### config.mk
export PLATFORM = sky130hd
export DESIGN_NAME = layer_sequencer_flat
export DESIGN_NICKNAME = d
export VERILOG_FILES = /design/src/rtl/layer_sequencer_if.sv /design/src/rtl/layer_sequencer.sv /design/src/flat_wrapper.sv
export SDC_FILE = /design/constraint.sdc
export NUM_CORES = 1
export LEC_CHECK = 0
export CAP_MARGIN = 10
export CORE_ASPECT_RATIO = 1.5
export CORE_UTILIZATION = 30
export DETAILED_ROUTE_END_ITERATION = 10
export PLACE_DENSITY = 0.62
export SLEW_MARGIN = 20
export SYNTH_ARGS = -nofsm -noshare
export SYNTH_HDL_FRONTEND = slang
export SYNTH_SLANG_ARGS = --single-unit
### constraint.sdc
create_clock -name clk -period 3.15 [get_ports clk]
set_clock_uncertainty 0.2 [all_clocks]
set_input_delay 0.315 -clock clk [delete_from_list [all_inputs] [get_ports clk]]
set_output_delay 0.315 -clock clk [all_outputs]
set_load 0.05 [all_outputs]
### src/rtl/layer_sequencer_if.sv
// Purpose: control/status bundle between a layer controller and layer_sequencer.
// master: drives start/abort/config/accum_done, observes sequencer outputs.
// slave : layer_sequencer side.
interface layer_sequencer_if;
    localparam int unsigned CH_W = 6;
    localparam int unsigned NK_W = 13;

    logic            start;
    logic            abort;
    logic [1:0]      conv_or_fc;
    logic [CH_W-1:0] max_ch;
    logic [NK_W-1:0] max_nk;
    logic            accum_done;
    logic [CH_W-1:0] ch;
    logic [NK_W-1:0] nk;
    logic            accum_activate;
    logic            bias_rd_en;
    logic            busy;
    logic            layer_done;
    logic            cfg_err;

    modport master (
        output start, abort, conv_or_fc, max_ch, max_nk, accum_done,
        input  ch, nk, accum_activate, bias_rd_en, busy, layer_done, cfg_err
    );

    modport slave (
        input  start, abort, conv_or_fc, max_ch, max_nk, accum_done,
        output ch, nk, accum_activate, bias_rd_en, busy, layer_done, cfg_err
    );
endinterface

### src/rtl/layer_sequencer.sv
// Purpose: walks (channel, kernel) passes of one CNN layer, launching one
// accumulation pass per pair and waiting for its completion pulse.
// Ports:
//   clk, rst_n      - clock, asynchronous active-low reset
//   bus (slave)     - start/abort/conv_or_fc/max_ch/max_nk/accum_done in;
//                     ch/nk/accum_activate/bias_rd_en/busy/layer_done/cfg_err out
module layer_sequencer (
    input  logic               clk,
    input  logic               rst_n,
    layer_sequencer_if.slave   bus
);
    localparam int unsigned CH_W = 6;
    localparam int unsigned NK_W = 13;

    localparam logic [2:0] ST_IDLE    = 3'd0;
    localparam logic [2:0] ST_ISSUE   = 3'd1;
    localparam logic [2:0] ST_WAIT    = 3'd2;
    localparam logic [2:0] ST_ADVANCE = 3'd3;
    localparam logic [2:0] ST_DONE    = 3'd4;

    logic [2:0]      state_q, state_d;
    logic [CH_W-1:0] ch_q, ch_d;
    logic [NK_W-1:0] nk_q, nk_d;
    logic [CH_W-1:0] max_ch_q, max_ch_d;
    logic [NK_W-1:0] max_nk_q, max_nk_d;
    logic            cfg_err_d;
    logic            cfg_err_q;
    logic            accum_activate_q;
    logic            bias_rd_en_q;
    logic            busy_q;
    logic            layer_done_q;

    // Next-state and counter update; abort overrides everything.
    always_comb begin
        state_d   = state_q;
        ch_d      = ch_q;
        nk_d      = nk_q;
        max_ch_d  = max_ch_q;
        max_nk_d  = max_nk_q;
        cfg_err_d = 1'b0;
        if (bus.abort) begin
            state_d = ST_IDLE;
            ch_d    = '0;
            nk_d    = '0;
        end else begin
            case (state_q)
                ST_IDLE: begin
                    if (bus.start) begin
                        if (bus.conv_or_fc[1]) begin
                            cfg_err_d = 1'b1;
                        end else begin
                            // FC layers make a single pass per kernel
                            max_ch_d = bus.conv_or_fc[0] ? '0 : bus.max_ch;
                            max_nk_d = bus.max_nk;
                            ch_d     = '0;
                            nk_d     = '0;
                            state_d  = ST_ISSUE;
                        end
                    end
                end
                ST_ISSUE: state_d = ST_WAIT;
                ST_WAIT: begin
                    if (bus.accum_done) state_d = ST_ADVANCE;
                end
                ST_ADVANCE: begin
                    // channel first, then kernel, then finish
                    if (ch_q < max_ch_q) begin
                        ch_d    = ch_q + CH_W'(1);
                        state_d = ST_ISSUE;
                    end else if (nk_q < max_nk_q) begin
                        ch_d    = '0;
                        nk_d    = nk_q + NK_W'(1);
                        state_d = ST_ISSUE;
                    end else begin
                        state_d = ST_DONE;
                    end
                end
                ST_DONE: state_d = ST_IDLE;
                default: state_d = ST_IDLE;
            endcase
        end
    end

    // State, counters, and state-decoded outputs registered from next state.
    always_ff @(posedge clk or negedge rst_n) begin
        if (!rst_n) begin
            state_q          <= ST_IDLE;
            ch_q             <= '0;
            nk_q             <= '0;
            max_ch_q         <= '0;
            max_nk_q         <= '0;
            cfg_err_q        <= 1'b0;
            accum_activate_q <= 1'b0;
            bias_rd_en_q     <= 1'b0;
            busy_q           <= 1'b0;
            layer_done_q     <= 1'b0;
        end else begin
            state_q          <= state_d;
            ch_q             <= ch_d;
            nk_q             <= nk_d;
            max_ch_q         <= max_ch_d;
            max_nk_q         <= max_nk_d;
            cfg_err_q        <= cfg_err_d;
            accum_activate_q <= (state_d == ST_ISSUE);
            bias_rd_en_q     <= (state_d == ST_ISSUE) && (ch_d == '0);
            busy_q           <= (state_d != ST_IDLE);
            layer_done_q     <= (state_d == ST_DONE);
        end
    end

    assign bus.ch             = ch_q;
    assign bus.nk             = nk_q;
    assign bus.accum_activate = accum_activate_q;
    assign bus.bias_rd_en     = bias_rd_en_q;
    assign bus.busy           = busy_q;
    assign bus.layer_done     = layer_done_q;
    assign bus.cfg_err        = cfg_err_q;
endmodule

### src/flat_wrapper.sv
// flat-port wrapper written by rule: the top's interface ports become plain ports
module layer_sequencer_flat 
  (clk, rst_n, bus_start, bus_abort, bus_conv_or_fc, bus_max_ch, bus_max_nk, bus_accum_done, bus_ch, bus_nk, bus_accum_activate, bus_bias_rd_en, bus_busy, bus_layer_done, bus_cfg_err);
  layer_sequencer_if bus_i ();
  input  logic clk;
  input  logic rst_n;
  input wire logic [$bits(bus_i.start)-1:0] bus_start;
  input wire logic [$bits(bus_i.abort)-1:0] bus_abort;
  input wire logic [$bits(bus_i.conv_or_fc)-1:0] bus_conv_or_fc;
  input wire logic [$bits(bus_i.max_ch)-1:0] bus_max_ch;
  input wire logic [$bits(bus_i.max_nk)-1:0] bus_max_nk;
  input wire logic [$bits(bus_i.accum_done)-1:0] bus_accum_done;
  output wire logic [$bits(bus_i.ch)-1:0] bus_ch;
  output wire logic [$bits(bus_i.nk)-1:0] bus_nk;
  output wire logic [$bits(bus_i.accum_activate)-1:0] bus_accum_activate;
  output wire logic [$bits(bus_i.bias_rd_en)-1:0] bus_bias_rd_en;
  output wire logic [$bits(bus_i.busy)-1:0] bus_busy;
  output wire logic [$bits(bus_i.layer_done)-1:0] bus_layer_done;
  output wire logic [$bits(bus_i.cfg_err)-1:0] bus_cfg_err;
  assign bus_i.start = bus_start;
  assign bus_i.abort = bus_abort;
  assign bus_i.conv_or_fc = bus_conv_or_fc;
  assign bus_i.max_ch = bus_max_ch;
  assign bus_i.max_nk = bus_max_nk;
  assign bus_i.accum_done = bus_accum_done;
  assign bus_ch = bus_i.ch;
  assign bus_nk = bus_i.nk;
  assign bus_accum_activate = bus_i.accum_activate;
  assign bus_bias_rd_en = bus_i.bias_rd_en;
  assign bus_busy = bus_i.busy;
  assign bus_layer_done = bus_i.layer_done;
  assign bus_cfg_err = bus_i.cfg_err;
  layer_sequencer u_core (.clk(clk), .rst_n(rst_n), .bus(bus_i));
endmodule
==> metrics.cfg <==
[placement]
hpwl_um=4930
gp_congestion=0.842
io_buffer_count=49
place_inst=423
dpl_cell_area_sq_um=3250

[sta]
rsz0062_at_grt=no
finalMaxSlewViolations=0
worst_pin_slew_ns=0.845
fin_setup_tns_ns=0
hold_viol_final=0
fin_crit_sh_pct=83.6
finalSetupViolations=0
worst_hold_slack_ns=0.279
slew_headroom_pct=43.6
min_period_ns=2.63
max_freq_mhz=380

[critical_path]
worst_setup_path_end_kind=register
cp_max_fo=12
crit_arrival_ns=2.58
critPathMaxStageDelay_ns=0.50
path_cells=ha_1, a21o_1, a21oi_1, o21ai_4, a31oi_4, nor3_1, xnor2_1, nor2_1
cp.depth=8
cp_num_buf_inv=0
cp_slowest_cell=a31oi_4
rr_worst_depth=8
critPathKind=reg -> reg
path_delay_family=compound AO/OA/AOI/OAI gates
cp.required_ns=3.09
startpoint_type=register

[clock_network]
clockBufferDepth=2
cts-buffers-inserted=5
cts_resized=0
post_cts_buffers=0
cts_tree=done
clk_pin_slew_ns=0.07
cts_sinks=46
cts_root_buf=clkbuf_16
htreeDepth=2
insertion_delay_ns=0.29

[synthesis]
yosysSeqAreaShare_pct=43.5
synth.yosys.warnings=0
ys_seq_elements=46
synth_area_leaders=dfrtp_1 (43%), ha_1 (9.0%), o21ai_0 (5.3%)
synthArstFlopShare_pct=100
synth_cell_types=49
netlist_instances=271
yosysTopAreaCell=dfrtp_1
synthFlopType=dfrtp_1
avgSynthCellArea_sq_um=9.76
synth_area_sq_um=2650
synth_top_cell_area_share_pct=43.5
synth_nets=316
synth_edf_count=0

[final_layout]
layout-drive-gt1-share_pct=9.23
fin_area_sq_um=3410
n_antenna_cell=0
final_cells=432
nets=369
layout_common_cells=clkdlybuf4s50_1 (48), dfrtp_1 (46), o21ai_0 (28), nand2_1 (28), nor2_1 (26)
fillers=844
area_delta_synth_final_pct=28.8
layout_commonest_cell=clkdlybuf4s50_1

[global_route]
grt_pass1_vias=2132
grt.total_usage_pct=15.1
grt_pass1_wl_um=10600
grt_use_met2_pct=27.5
grt_max_degree=47
grt_busiest_layer=met2
grt_overflow=0
met3_usage_pct=2.56
antenna_found_initial=0
met1_usage_pct=17.2

[drt]
wirelength_um=6410
first_iter_violations=108
antenna_left=0
vias_per_cell=4.98
wire_per_inst_um=14.8
drtPass1Iterations=4
num_vias=2153
drc=0

[die]
fp.coreArea_sq_um=8460
start_util_pct=31.3
io_pins=50
row_count=41
die_y_um=117
die_area_sq_um=9210
die_x_um=78.7

[worst_hold_path]
hold_class=reg -> reg
hold_path_depth=2

[power_and_ir_drop]
vdd_ir_drop_max_v=0.000203
power_w=0.00151
p_per_area_nw_per_um2=443
leakagePower_nw=1.41

[run_status]
status=finished clean

[run]
drv_cap=0

==> kinds of logic after synthesis <==
kind of cell	synth area share [%]
flops	43.5
buf+inv	4.26
simple gates	23.3
compound gates	16.3
fa+ha+maj	8.98
xor+xnor	3.64
==> through the flow <==
step | util (%) | setup WS [ns]
floorplan | - | 0.507
global placement | 38.4 | 0.494
detailed placement | 38.4 | 0.462
CTS | 40.1 | 0.471
global route | 40.3 | 0.290
finish | 40.3 | 0.515
==> flip-flops by register name, indices dropped and copies added (netlist names) <==
register and flops:
u_core.max_nk_q 13, u_core.bus.layer_done 1, u_core.max_ch_q 6, u_core.bus.busy 1, u_core.bus.cfg_err 1, u_core.bus.nk 13, u_core.state_q 3, u_core.bus.accum_activate 1
u_core.bus.ch 6, u_core.bus.bias_rd_en 1
==> timing repair <==
action	in CTS	in global routing
hold endpoints to repair	0	46
hold buffers	0	1
endpoints found under the setup margin	0	0
==> final timing paths <==
path / start / to / slack [ns]
worst max-delay path: u_core.bus.ch[4] / u_core.bus.nk[4] / 0.52
worst min-delay path: u_core.max_nk_q[0] / u_core.max_nk_q[0] / 0.28
worst max register to register: u_core.bus.ch[4] / u_core.bus.nk[4] / 0.52
worst min register to register: u_core.max_nk_q[0] / u_core.max_nk_q[0] / 0.28
max in group asynchronous: rst_n / u_core.bus.nk[11] / 1.95
min in group asynchronous: rst_n / u_core.bus.nk[1] / 0.38
==> synthesized netlist by cell type (2+ instances only) <==
cell type,count
dfrtp_1,46
nand2_1,28
o21ai_0,28
nor2_1,26
inv_1,20
ha_1,19
xnor2_1,11
nand3_1,8
a21oi_1,6
nand3b_1,6
nor3_1,5
nand2b_1,4
nand4_1,4
nor4_1,4
a211oi_2,3
and4_1,3
buf_2,3
o21ai_1,3
a211oi_1,2
a21o_1,2
a31oi_1,2
and2_1,2
clkbuf_1,2
nor2_2,2
nor2b_1,2
nor3b_2,2
nor4b_4,2
o21a_1,2
o21ai_4,2
or2_1,2
or3_1,2
==> routing by layer <==
| layer | wire [um] | up-vias |
|---|---|---|
| met3 | 217 | 12 |
| met2 | 3530 | 55 |
| li1 | - | 1062 |
| met5 | 0 | - |
| met1 | 2540 | 1024 |
| met4 | 120 | 0 |
==> worst min-delay path, stage by stage, from the launching register on <==
cell and delay [ns]:
dfrtp_1 0.34, nand2_1 0.05, nand2_1 0.05
==> area by class of cell <==
type	count	area, sq um	share of cell area (%)
Multi-Input combinational cell	198	1380	40.6
Timing Repair Buffer	52	513	15.1
Clock buffer	5	125	3.67
Sequential cell	46	1150	33.8
Clock inverter	3	23.8	0.698
Tap cell	107	134	3.93
Inverter	21	78.8	2.31
==> where the power goes <==
group          internal, W  switching [W]  leakage [nW]  total (W)
sequential        0.000655      0.0000207         0.611   0.000676
clock             0.000297       0.000236        0.0664   0.000533
combinational     0.000117       0.000185         0.732   0.000302
total              0.00107       0.000442          1.41    0.00151
(Power assumes the default switching activity.)
